==> config.mk <==
export PLATFORM = sky130hd
export DESIGN_NAME = fp_alu_arbiter
export DESIGN_NICKNAME = d
export VERILOG_FILES = /design/src/rtl/fp_alu_pkg.sv /design/src/rtl/fp_alu_rr_arb.sv /design/src/rtl/fp_alu_arbiter.sv
export SDC_FILE = /design/constraint.sdc
export NUM_CORES = 1
export LEC_CHECK = 0
export CAP_MARGIN = 25
export CORE_MARGIN = 2
export CORE_UTILIZATION = 30
export DETAILED_ROUTE_END_ITERATION = 12
export MAX_ROUTING_LAYER = met4
export PLACE_DENSITY = 0.67
export REMOVE_ABC_BUFFERS = 1
export SLEW_MARGIN = 10
export SYNTH_ARGS = -nofsm -noshare
export SYNTH_HDL_FRONTEND = slang
export SYNTH_SLANG_ARGS = --single-unit
==> constraint.sdc <==
create_clock -name clk -period 3.35 [get_ports clk]
set_clock_uncertainty 0.1 [all_clocks]
set_input_delay 0.335 -clock clk [delete_from_list [all_inputs] [get_ports clk]]
set_output_delay 0.335 -clock clk [all_outputs]
set_load 0.01 [all_outputs]
==> src/rtl/fp_alu_pkg.sv <==
// Shared opcodes, constants and types for the FP ALU arbiter.
package fp_alu_pkg;

  localparam logic [2:0] OP_ADD = 3'b000;
  localparam logic [2:0] OP_SUB = 3'b001;
  localparam logic [2:0] OP_MUL = 3'b010;
  localparam logic [2:0] OP_DIV = 3'b011;

  localparam logic [31:0] QNAN = 32'h7FC0_0000;

  typedef enum logic [1:0] {
    StIdle,
    StHold,
    StResp
  } arb_state_e;

  typedef struct packed {
    logic exception;
    logic overflow;
    logic underflow;
  } fp_flags_t;

  function automatic logic op_is_legal(input logic [2:0] op);
    return op inside {OP_ADD, OP_SUB, OP_MUL, OP_DIV};
  endfunction

endpackage

==> src/rtl/fp_alu_rr_arb.sv <==
// Two-way round-robin grant; the pointer moves to the non-owner on each accepted grant.
module fp_alu_rr_arb
  import fp_alu_pkg::*;
(
  input  logic       clk,
  input  logic       rst,
  input  logic [1:0] valid,
  input  logic       accept,
  output logic [1:0] grant
);

  logic ptr_q;

  always_comb begin
    grant = 2'b00;
    if (valid[ptr_q]) begin
      grant[ptr_q] = 1'b1;
    end else if (valid[~ptr_q]) begin
      grant[~ptr_q] = 1'b1;
    end
  end

  always_ff @(posedge clk) begin
    if (rst) begin
      ptr_q <= 1'b0;
    end else if (accept) begin
      ptr_q <= ~grant[1];
    end
  end

endmodule

==> src/rtl/fp_alu_arbiter.sv <==
// Shares one combinational FP ALU between two requesters with a held multicycle settle window.
// Optional statistics counters are built when FP_ALU_ARB_STATS_EN is defined.
module fp_alu_arbiter
  import fp_alu_pkg::*;
#(
  parameter int unsigned SETTLE_CYCLES = 4
`ifdef FP_ALU_ARB_STATS_EN
  , parameter int unsigned CNT_W = 16
`endif
) (
  input  logic        clk,
  input  logic        rst,
  input  logic [1:0]  req_valid,
  output logic [1:0]  req_ready,
  input  logic [63:0] req_A,
  input  logic [63:0] req_B,
  input  logic [5:0]  req_operation,
  output logic [1:0]  rsp_valid,
  input  logic [1:0]  rsp_ready,
  output logic [31:0] rsp_Result,
  output logic        rsp_Exception,
  output logic        rsp_Overflow,
  output logic        rsp_Underflow,
  output logic [31:0] alu_A,
  output logic [31:0] alu_B,
  output logic [2:0]  alu_operation,
  input  logic [31:0] alu_Result,
  input  logic        alu_Exception,
  input  logic        alu_Overflow,
  input  logic        alu_Underflow
`ifdef FP_ALU_ARB_STATS_EN
  ,
  output logic [CNT_W-1:0] stat_ops0,
  output logic [CNT_W-1:0] stat_ops1,
  output logic [CNT_W-1:0] stat_exc
`endif
);

  localparam int unsigned CntW = (SETTLE_CYCLES > 1) ? $clog2(SETTLE_CYCLES) : 1;

  arb_state_e        state_q, state_d;
  logic              owner_q, owner_d;
  logic [CntW-1:0]   cnt_q, cnt_d;
  logic [31:0]       alu_a_q, alu_a_d, alu_b_q, alu_b_d;
  logic [2:0]        alu_op_q, alu_op_d;
  logic [31:0]       rsp_result_q, rsp_result_d;
  fp_flags_t         rsp_flags_q, rsp_flags_d;
  logic [1:0]        rsp_valid_q, rsp_valid_d;

  logic [1:0]  grant;
  logic        accept;
  logic        sel;
  logic [31:0] sel_a, sel_b;
  logic [2:0]  sel_op;
  logic        rsp_hs;

  fp_alu_rr_arb u_arb (
    .clk    (clk),
    .rst    (rst),
    .valid  (req_valid),
    .accept (accept),
    .grant  (grant)
  );

  assign req_ready = (state_q == StIdle) ? grant : 2'b00;
  assign accept    = |req_ready;
  assign sel       = grant[1];
  assign sel_a     = sel ? req_A[63:32] : req_A[31:0];
  assign sel_b     = sel ? req_B[63:32] : req_B[31:0];
  assign sel_op    = sel ? req_operation[5:3] : req_operation[2:0];
  // rsp_valid_q only ever carries the owner bit, so this is the owner's handshake.
  assign rsp_hs    = |(rsp_valid_q & rsp_ready);

  always_comb begin
    state_d      = state_q;
    owner_d      = owner_q;
    cnt_d        = cnt_q;
    alu_a_d      = alu_a_q;
    alu_b_d      = alu_b_q;
    alu_op_d     = alu_op_q;
    rsp_result_d = rsp_result_q;
    rsp_flags_d  = rsp_flags_q;
    rsp_valid_d  = 2'b00;
    unique case (state_q)
      StIdle: begin
        if (accept) begin
          owner_d = sel;
          if (op_is_legal(sel_op)) begin
            alu_a_d  = sel_a;
            alu_b_d  = sel_b;
            alu_op_d = sel_op;
            cnt_d    = CntW'(SETTLE_CYCLES - 1);
            state_d  = StHold;
          end else begin
            // Illegal opcodes never reach the ALU; answer with a quiet NaN.
            rsp_result_d = QNAN;
            rsp_flags_d  = '{exception: 1'b1, overflow: 1'b0, underflow: 1'b0};
            state_d      = StResp;
          end
        end
      end
      StHold: begin
        if (cnt_q == '0) begin
          rsp_result_d = alu_Result;
          rsp_flags_d  = '{exception: alu_Exception, overflow: alu_Overflow,
                           underflow: alu_Underflow};
          state_d      = StResp;
        end else begin
          cnt_d = cnt_q - CntW'(1);
        end
      end
      StResp: begin
        if (rsp_hs) begin
          state_d = StIdle;
        end else begin
          rsp_valid_d[owner_q] = 1'b1;
        end
      end
      default: state_d = StIdle;
    endcase
  end

  always_ff @(posedge clk) begin
    if (rst) begin
      state_q      <= StIdle;
      owner_q      <= 1'b0;
      cnt_q        <= '0;
      alu_a_q      <= '0;
      alu_b_q      <= '0;
      alu_op_q     <= '0;
      rsp_result_q <= '0;
      rsp_flags_q  <= '0;
      rsp_valid_q  <= 2'b00;
    end else begin
      state_q      <= state_d;
      owner_q      <= owner_d;
      cnt_q        <= cnt_d;
      alu_a_q      <= alu_a_d;
      alu_b_q      <= alu_b_d;
      alu_op_q     <= alu_op_d;
      rsp_result_q <= rsp_result_d;
      rsp_flags_q  <= rsp_flags_d;
      rsp_valid_q  <= rsp_valid_d;
    end
  end

  assign alu_A         = alu_a_q;
  assign alu_B         = alu_b_q;
  assign alu_operation = alu_op_q;
  assign rsp_valid     = rsp_valid_q;
  assign rsp_Result    = rsp_result_q;
  assign rsp_Exception = rsp_flags_q.exception;
  assign rsp_Overflow  = rsp_flags_q.overflow;
  assign rsp_Underflow = rsp_flags_q.underflow;

`ifdef FP_ALU_ARB_STATS_EN
  logic [CNT_W-1:0] ops0_q, ops1_q, exc_q;

  always_ff @(posedge clk) begin
    if (rst) begin
      ops0_q <= '0;
      ops1_q <= '0;
      exc_q  <= '0;
    end else if (rsp_hs) begin
      if (!owner_q && ops0_q != '1) ops0_q <= ops0_q + CNT_W'(1);
      if (owner_q && ops1_q != '1)  ops1_q <= ops1_q + CNT_W'(1);
      if (rsp_flags_q.exception && exc_q != '1) exc_q <= exc_q + CNT_W'(1);
    end
  end

  assign stat_ops0 = ops0_q;
  assign stat_ops1 = ops1_q;
  assign stat_exc  = exc_q;
`endif

endmodule

==> summary.md, run 1 <==
| Metric | Value |
|---|---|
| DRT iter0 DRCs | 317 |
| CP Capture Type | flop |
| Critical setup path kind | input pin to flop |
| Leakage | between 2 and 3 nW |
| Final wirelength | 17300 um |
| Vias per std cell | 5.46 |
| First-pass GRT wire length | about 26000 um |
| Post-Syn Area | 4640 um2 |
| Drt first pass iters | 6 |
| Total grt overflow | 0 |
| Routed wire length per instance | around 18 um |
| Worst Setup Slack, final | ~0.83 ns |
| Max Clk Rate | 396 MHz |
| Final ANT Viol Nets | 0 |
| Die area | 16500 um2 |
| Critical path data arrival time | 2.63 ns |
| Share of power burned in registers | 40.5% |
| Clock Latency Late Sink | ~0.35 ns |
| Net Sw Frac | 30.0% |
| Final Max Slew Viols | 0 |
| Metal-1 WL | approximately 7300 um |
| Row count | 45 |
| Sink Count | 110 |
| Clock buffer depth | 2 |
| Final core occ | 51.7% |
| Setup WS pre-CTS | 0.481 ns |
| Switching pwr | around 1.2 mW |
| Synth Area in Simple Gates | 14.9% |
| CP startpoint kind | input pin |
| Power Dens Cells | 497 nW/um2 |
| Worst path buffer plus inverter count | 3 |
| Vias after detailed routing | roughly 5300 |
| Largest net degree at the start of global routing | 68 |
| Largest family of logic cells by synthesized area | compound AO/OA/AOI/OAI gates |
| Post CTS Setup Buffer Count | 0 |
| Clock-pin transition on the worst setup and hold timing paths | about 0.070 ns |
| Post-synthesis adder-cell area fraction | less than 1% |
| Initial Utilization | 30.6% |
| Vias in the first global route | 5143 |
| Hold Slack | 0.331 ns |
| Min Clock Period, post-route | between 2 and 3 ns |
| Ranking of synthesized cells by area | dfxtp_1 47%, a311oi_1 13%, a21oi_1 8.7% |
| Slowest cell on crit path | buf_4 |
| DR DRC count | 0 |
| Synthesis-to-layout area growth | 69.0% |
| Most area-hungry cell type in the Yosys netlist | dfxtp_1 |
| Distinct cell type count after synthesis | 31 |
| Post_cts resized | 0 |
| Die Ht | between 100 and 150 um |
| Final setup fails | 0 |
| Overall Global Routing Usage | 20.5% |
| Crit-path leading delay family | buffers and inverters |
| Post-Synth XOR/XNOR Area | 0% |
| Post-synthesis compound-gate area fraction | 29.7% |
| Final period utilization | 75.4% |
| H-tree Lvls | 3 |
| Top Metal Used | met4 |
| Gpl congestion | 0.801 |
| Slew @ Worst Pin | 0.967 ns |
| Hold buffer count at cts | 0 |
| Status | finished clean |
| Met2 routed WL | ~8100 um |
| Hold Vio Cnt, Final | 0 |
| Synth top cells by count | 110 x dfxtp_1, 81 x a21oi_1, 71 x nand2_1 |
| Internal | roughly 2.7 mW |
| Die Width | 128 um |
| Placeable Area | 15100 um2 |
| Clock tree from TritonCTS | built |
| Io pins | 281 |
| Worst min path class | input pin to flop |
| Initial antenna violation count | 1 |
| Filler instances | 1364 |
| WL met3 | 1580 um |
| Worst-path fanout max | 67 |
| Mux cell area share after synthesis | 0% |
| VDD IR max | 0.000241 V |
| Sequential fraction of the synthesis area | 47.5% |
| Logic pwr share | 31.2% |
| Port buffer count | 280 |
| Proportion of layout cells with a drive suffix above 1 | 4.85% |
| Most common cell in the netlist | dfxtp_1 |
| Slowest stage delay, CP | 0.59 ns |
| CTS buffer count | 9 |
| CP cell instances | clkdlybuf4s50_1, nor2b_1, o21ai_4, buf_4, and2_2, buf_12, a311oi_1 |
| DPL Wire Length | 12000 um |
| Max Cap Violations | 0 |
| Post-synth EDFFs | 0 |
| Synthesis Warnings | 0 |
| FF+latch count, synth | 110 |
| WP data required | roughly 3.5 ns |
| Setup TNS | 0 ns |
| Total chip power | 3.90 mW |
| Nets@finish | 954 |
| Syn Area/Cell | 8.64 um2 |
| Asr flop ratio synth | 0% |
| RSZ-0062 raised after global routing | false |
| Slew HR | 35.1% |
| Root Buffer | clkbuf_16 |
| Synth top area share | 47.5% |
| Dominant synthesized flop cell | dfxtp_1 |
| Clock power frac | 28.3% |
| Post-Syn Instances | 537 |
==> flip-flops by register name (all words and copies together), names as in the netlist, 2 cells and up <==
name	flops
alu_operation	3
state_q	2
cnt_q	2
alu_B	32
rsp_Result	32
rsp_valid	2
alu_A	32
==> cell usage in the layout, fill, tap and decap left out, types with 10 or more instances in the layout <==
master | Yosys | layout
a311oi_1 | 67 | 67
buf_4 | 3 | 11
clkdlybuf4s50_1 | 0 | 278
nand2_1 | 71 | 70
nand3_1 | 68 | 68
dfxtp_1 | 110 | 110
a21oi_1 | 81 | 81
a32o_1 | 25 | 25
o21ai_0 | 10 | 10
inv_1 | 15 | 15
==> through the flow <==
step           instances  instance area, um2
5_1_grt              972                7840
2_1_floorplan        474                4350
4_1_cts              971                7830
6_report             972                7840
3_5_place_dp         955                7530
3_3_place_gp         954                7500
==> power by group through the flow <==
| stage | clock network, mW | logic (mW) | registers (mW) |
|---|---|---|---|
| global route | 1.17 | 1.31 | 1.60 |
| floorplan | 0 | 0.423 | 1.66 |
| global placement | 0 | 1.18 | 1.60 |
| detailed placement | 0 | 1.22 | 1.60 |
| CTS | 1.14 | 1.22 | 1.58 |
| finish | 1.10 | 1.22 | 1.58 |
==> cell type report <==
type | count | area (um2) | share of cell area [%]
Inverter | 16 | 60.1 | 0.766
Antenna cell | 1 | 2.50 | 0.0319
Sequential cell | 110 | 2200 | 28.1
Multi-Input combinational cell | 348 | 2110 | 26.9
Clock inverter | 6 | 67.6 | 0.862
Clock buffer | 10 | 239 | 3.05
Timing Repair Buffer | 293 | 2920 | 37.3
Tap cell | 188 | 235 | 3.00
==> worst paths after layout <==
kind	startpoint	to	slack (ns)	cells after the start
setup / recovery	req_valid[0]	alu_B[14]	0.83	7
hold / removal	rst	owner_q	0.33	2
setup reg to reg	u_arb.ptr_q	alu_B[14]	1.03	6
hold reg to reg	rsp_Result[30]	rsp_Result[30]	0.35	2
==> metal layers <==
metal | GRT usage (%) | up-vias
met5 | - | -
met4 | 7.76 | 0
met3 | 4.24 | 25
met1 | 24.7 | 2479
li1 | - | 2506
met2 | 33.9 | 298
==> cells by family (layout without fill, tap and decap cells) <==
group	after synthesis	in the layout
other	0	1
buffers and inverters	79	325
AND/OR/NAND/NOR	154	154
AO/OA/AOI/OAI	193	193
adder cells (fa/ha/maj)	1	1
flip-flops	110	110
Note: power is estimated with default switching activity, not from simulation.
==> run 2, diff against run 1 <==
PLACE_DENSITY = 0.7   (was 0.67)
clock period = 2.1 ns   (was 3.35 ns; I/O delays follow)
==> summary.md, run 2 (synthesis gave the netlist of run 1 again) <==
| Metric | Value |
|---|---|
| Vias per std cell | 5.40 |
| Clock buffer depth | 2 |
| Slew HR | between 60% and 70% |
| Min Clock Period, post-route | 1.99 ns |
| Hold Vio Cnt, Final | 0 |
| Vias in the first global route | 5148 |
| Row count | 45 |
| Slowest cell on crit path | clkdlybuf4s50_1 |
| Root Buffer | clkbuf_16 |
| Critical path data arrival time | roughly 1.7 ns |
| Area occupied by registers | 2200 um2 |
| Sink Count | 110 |
| Drt first pass iters | 4 |
| CTS buffer count | 9 |
| Placeable Area | 15100 um2 |
| Gpl congestion | 0.851 |
| H-tree Lvls | 3 |
| First-pass GRT wire length | between 20000 and 30000 um |
| Crit-path leading delay family | buffers and inverters |
| Worst min path class | input pin to flop |
| Hold Path Depth | 2 |
| Max Cap Violations | 0 |
| Slowest stage delay, CP | between 0.5 and 0.6 ns |
| Io pins | 281 |
| Synthesis-to-layout area growth | 72.0% |
| Worst-path fanout max | 7 |
| DR DRC count | 0 |
| Hold Slack | 0.234 ns |
| Final core occ | 52.7% |
| Diode count | 0 |
| Status | finished clean |
| Worst r2r path cells | 6 |
| WP data required | 1.79 ns |
| Commonest cells after routing, fill and taps aside | 277 x clkdlybuf4s50_1, 109 x dfxtp_1, 81 x a21oi_1, 70 x nand2_1, 68 x nand3_1 |
| Vias after detailed routing | 5321 |
| DRT iter0 DRCs | 349 |
| Total chip power | about 6.2 mW |
| CP cell instances | nor2_4, nand2_1, a21oi_1, clkdlybuf4s50_1 |
| VDD IR max | ~0.00046 V |
| Proportion of layout cells with a drive suffix above 1 | 6.65% |
| CP Capture Type | output pin |
| Initial antenna violation count | 0 |
| CP startpoint kind | flop |
| Power Dens Cells | 775 nW/um2 |
| Port buffer count | 280 |
| Final wirelength | 17500 um |
| Final setup fails | 0 |
| Final period utilization | 94.6% |
| Total grt overflow | 0 |
| Die Ht | 128 um |
| Die area | 16500 um2 |
| Overall Global Routing Usage | roughly a fifth |
| Routed wire length per instance | ~18 um |
| Area of the multi-input gates | 2110 um2 |
| Setup TNS | 0 ns |
| Filler instances | 1355 |
| Critical setup path kind | flop to output pin |
| Leading cell type in the layout, fill and taps excluded | clkdlybuf4s50_1 |
| Max Clk Rate | 503 MHz |
| Final Max Slew Viols | 0 |
| CP Depth | 4 |
| Final Cell Area | 7980 um2 |
| Initial Utilization | 30.6% |
| Final ANT Viol Nets | 0 |
| Nets@finish | 969 |
| Leakage | 2.89 nW |
| Slew @ Worst Pin | 0.555 ns |
| Clock-pin transition on the worst setup and hold timing paths | 0.07 ns |
| DP Area | 7680 um2 |
| Clock Latency Late Sink | 0.35 ns |
| DPL Wire Length | 12600 um |
| Die Width | ~130 um |
| RSZ-0062 raised after global routing | false |
| Largest net degree at the start of global routing | 53 |
| Worst path buffer plus inverter count | 1 |
| Clock tree from TritonCTS | built |
run 2: final timing paths:
kind,from,endpoint,slack [ns]
worst max-delay path,state_q[1],req_ready[0],0.11
worst min-delay path,rst,state_q[1],0.23
worst max register to register,u_arb.ptr_q,alu_A[19],0.21
worst min register to register,rsp_Result[30],rsp_Result[30],0.35
run 2: repair_timing:
item | CTS | global route
endpoints found under the setup margin | 2 | 1
gates resized for setup | 3 | 1
setup buffers | 0 | 2
gates cloned | 0 | 0
pin swaps | 0 | 1
hold buffers | 0 | 0
endpoints found under the hold margin | 0 | 0
run 2: where the power goes:
group,switching [mW],internal (mW)
combinational,0.937,1.11
clock,0.757,0.865
sequential,0.160,2.35
run 2: stage by stage:
step,setup WS (ns),instances
finish,0.113,985
global route,0.0103,985
CTS,0.0347,983
detailed placement,-0.132,968
global placement,-0.0785,968
floorplan,-2.87,474
run 2: area by class of cell:
| type | instances | share of cell area [%] |
|---|---|---|
| clock buffers | 12 | 3.22 |
| clock inverters | 3 | 0.235 |
| inverters | 16 | 0.753 |
| multi-input cells | 348 | 26.5 |
| flip-flops and latches | 110 | 27.6 |
| well taps | 188 | 2.95 |
| repair buffers | 308 | 38.7 |
run 2: worst reg2reg max path: stages, from the launching register on:
cell,delay [ns]
dfxtp_1,0.41
nor2b_1,0.12
o21ai_4,0.17
buf_4,0.26
buf_4,0.32
a21oi_1,0.11
a311oi_1,0.30
run 2: layer usage:
layer | share of wire, % | vias up | track usage (%)
met5 | 0 | - | -
met4 | 2.4 | 0 | 8.27
met3 | 9.4 | 30 | 5.07
met2 | 47 | 296 | 33.4
met1 | 41 | 2467 | 25.0
li1 | - | 2528 | -
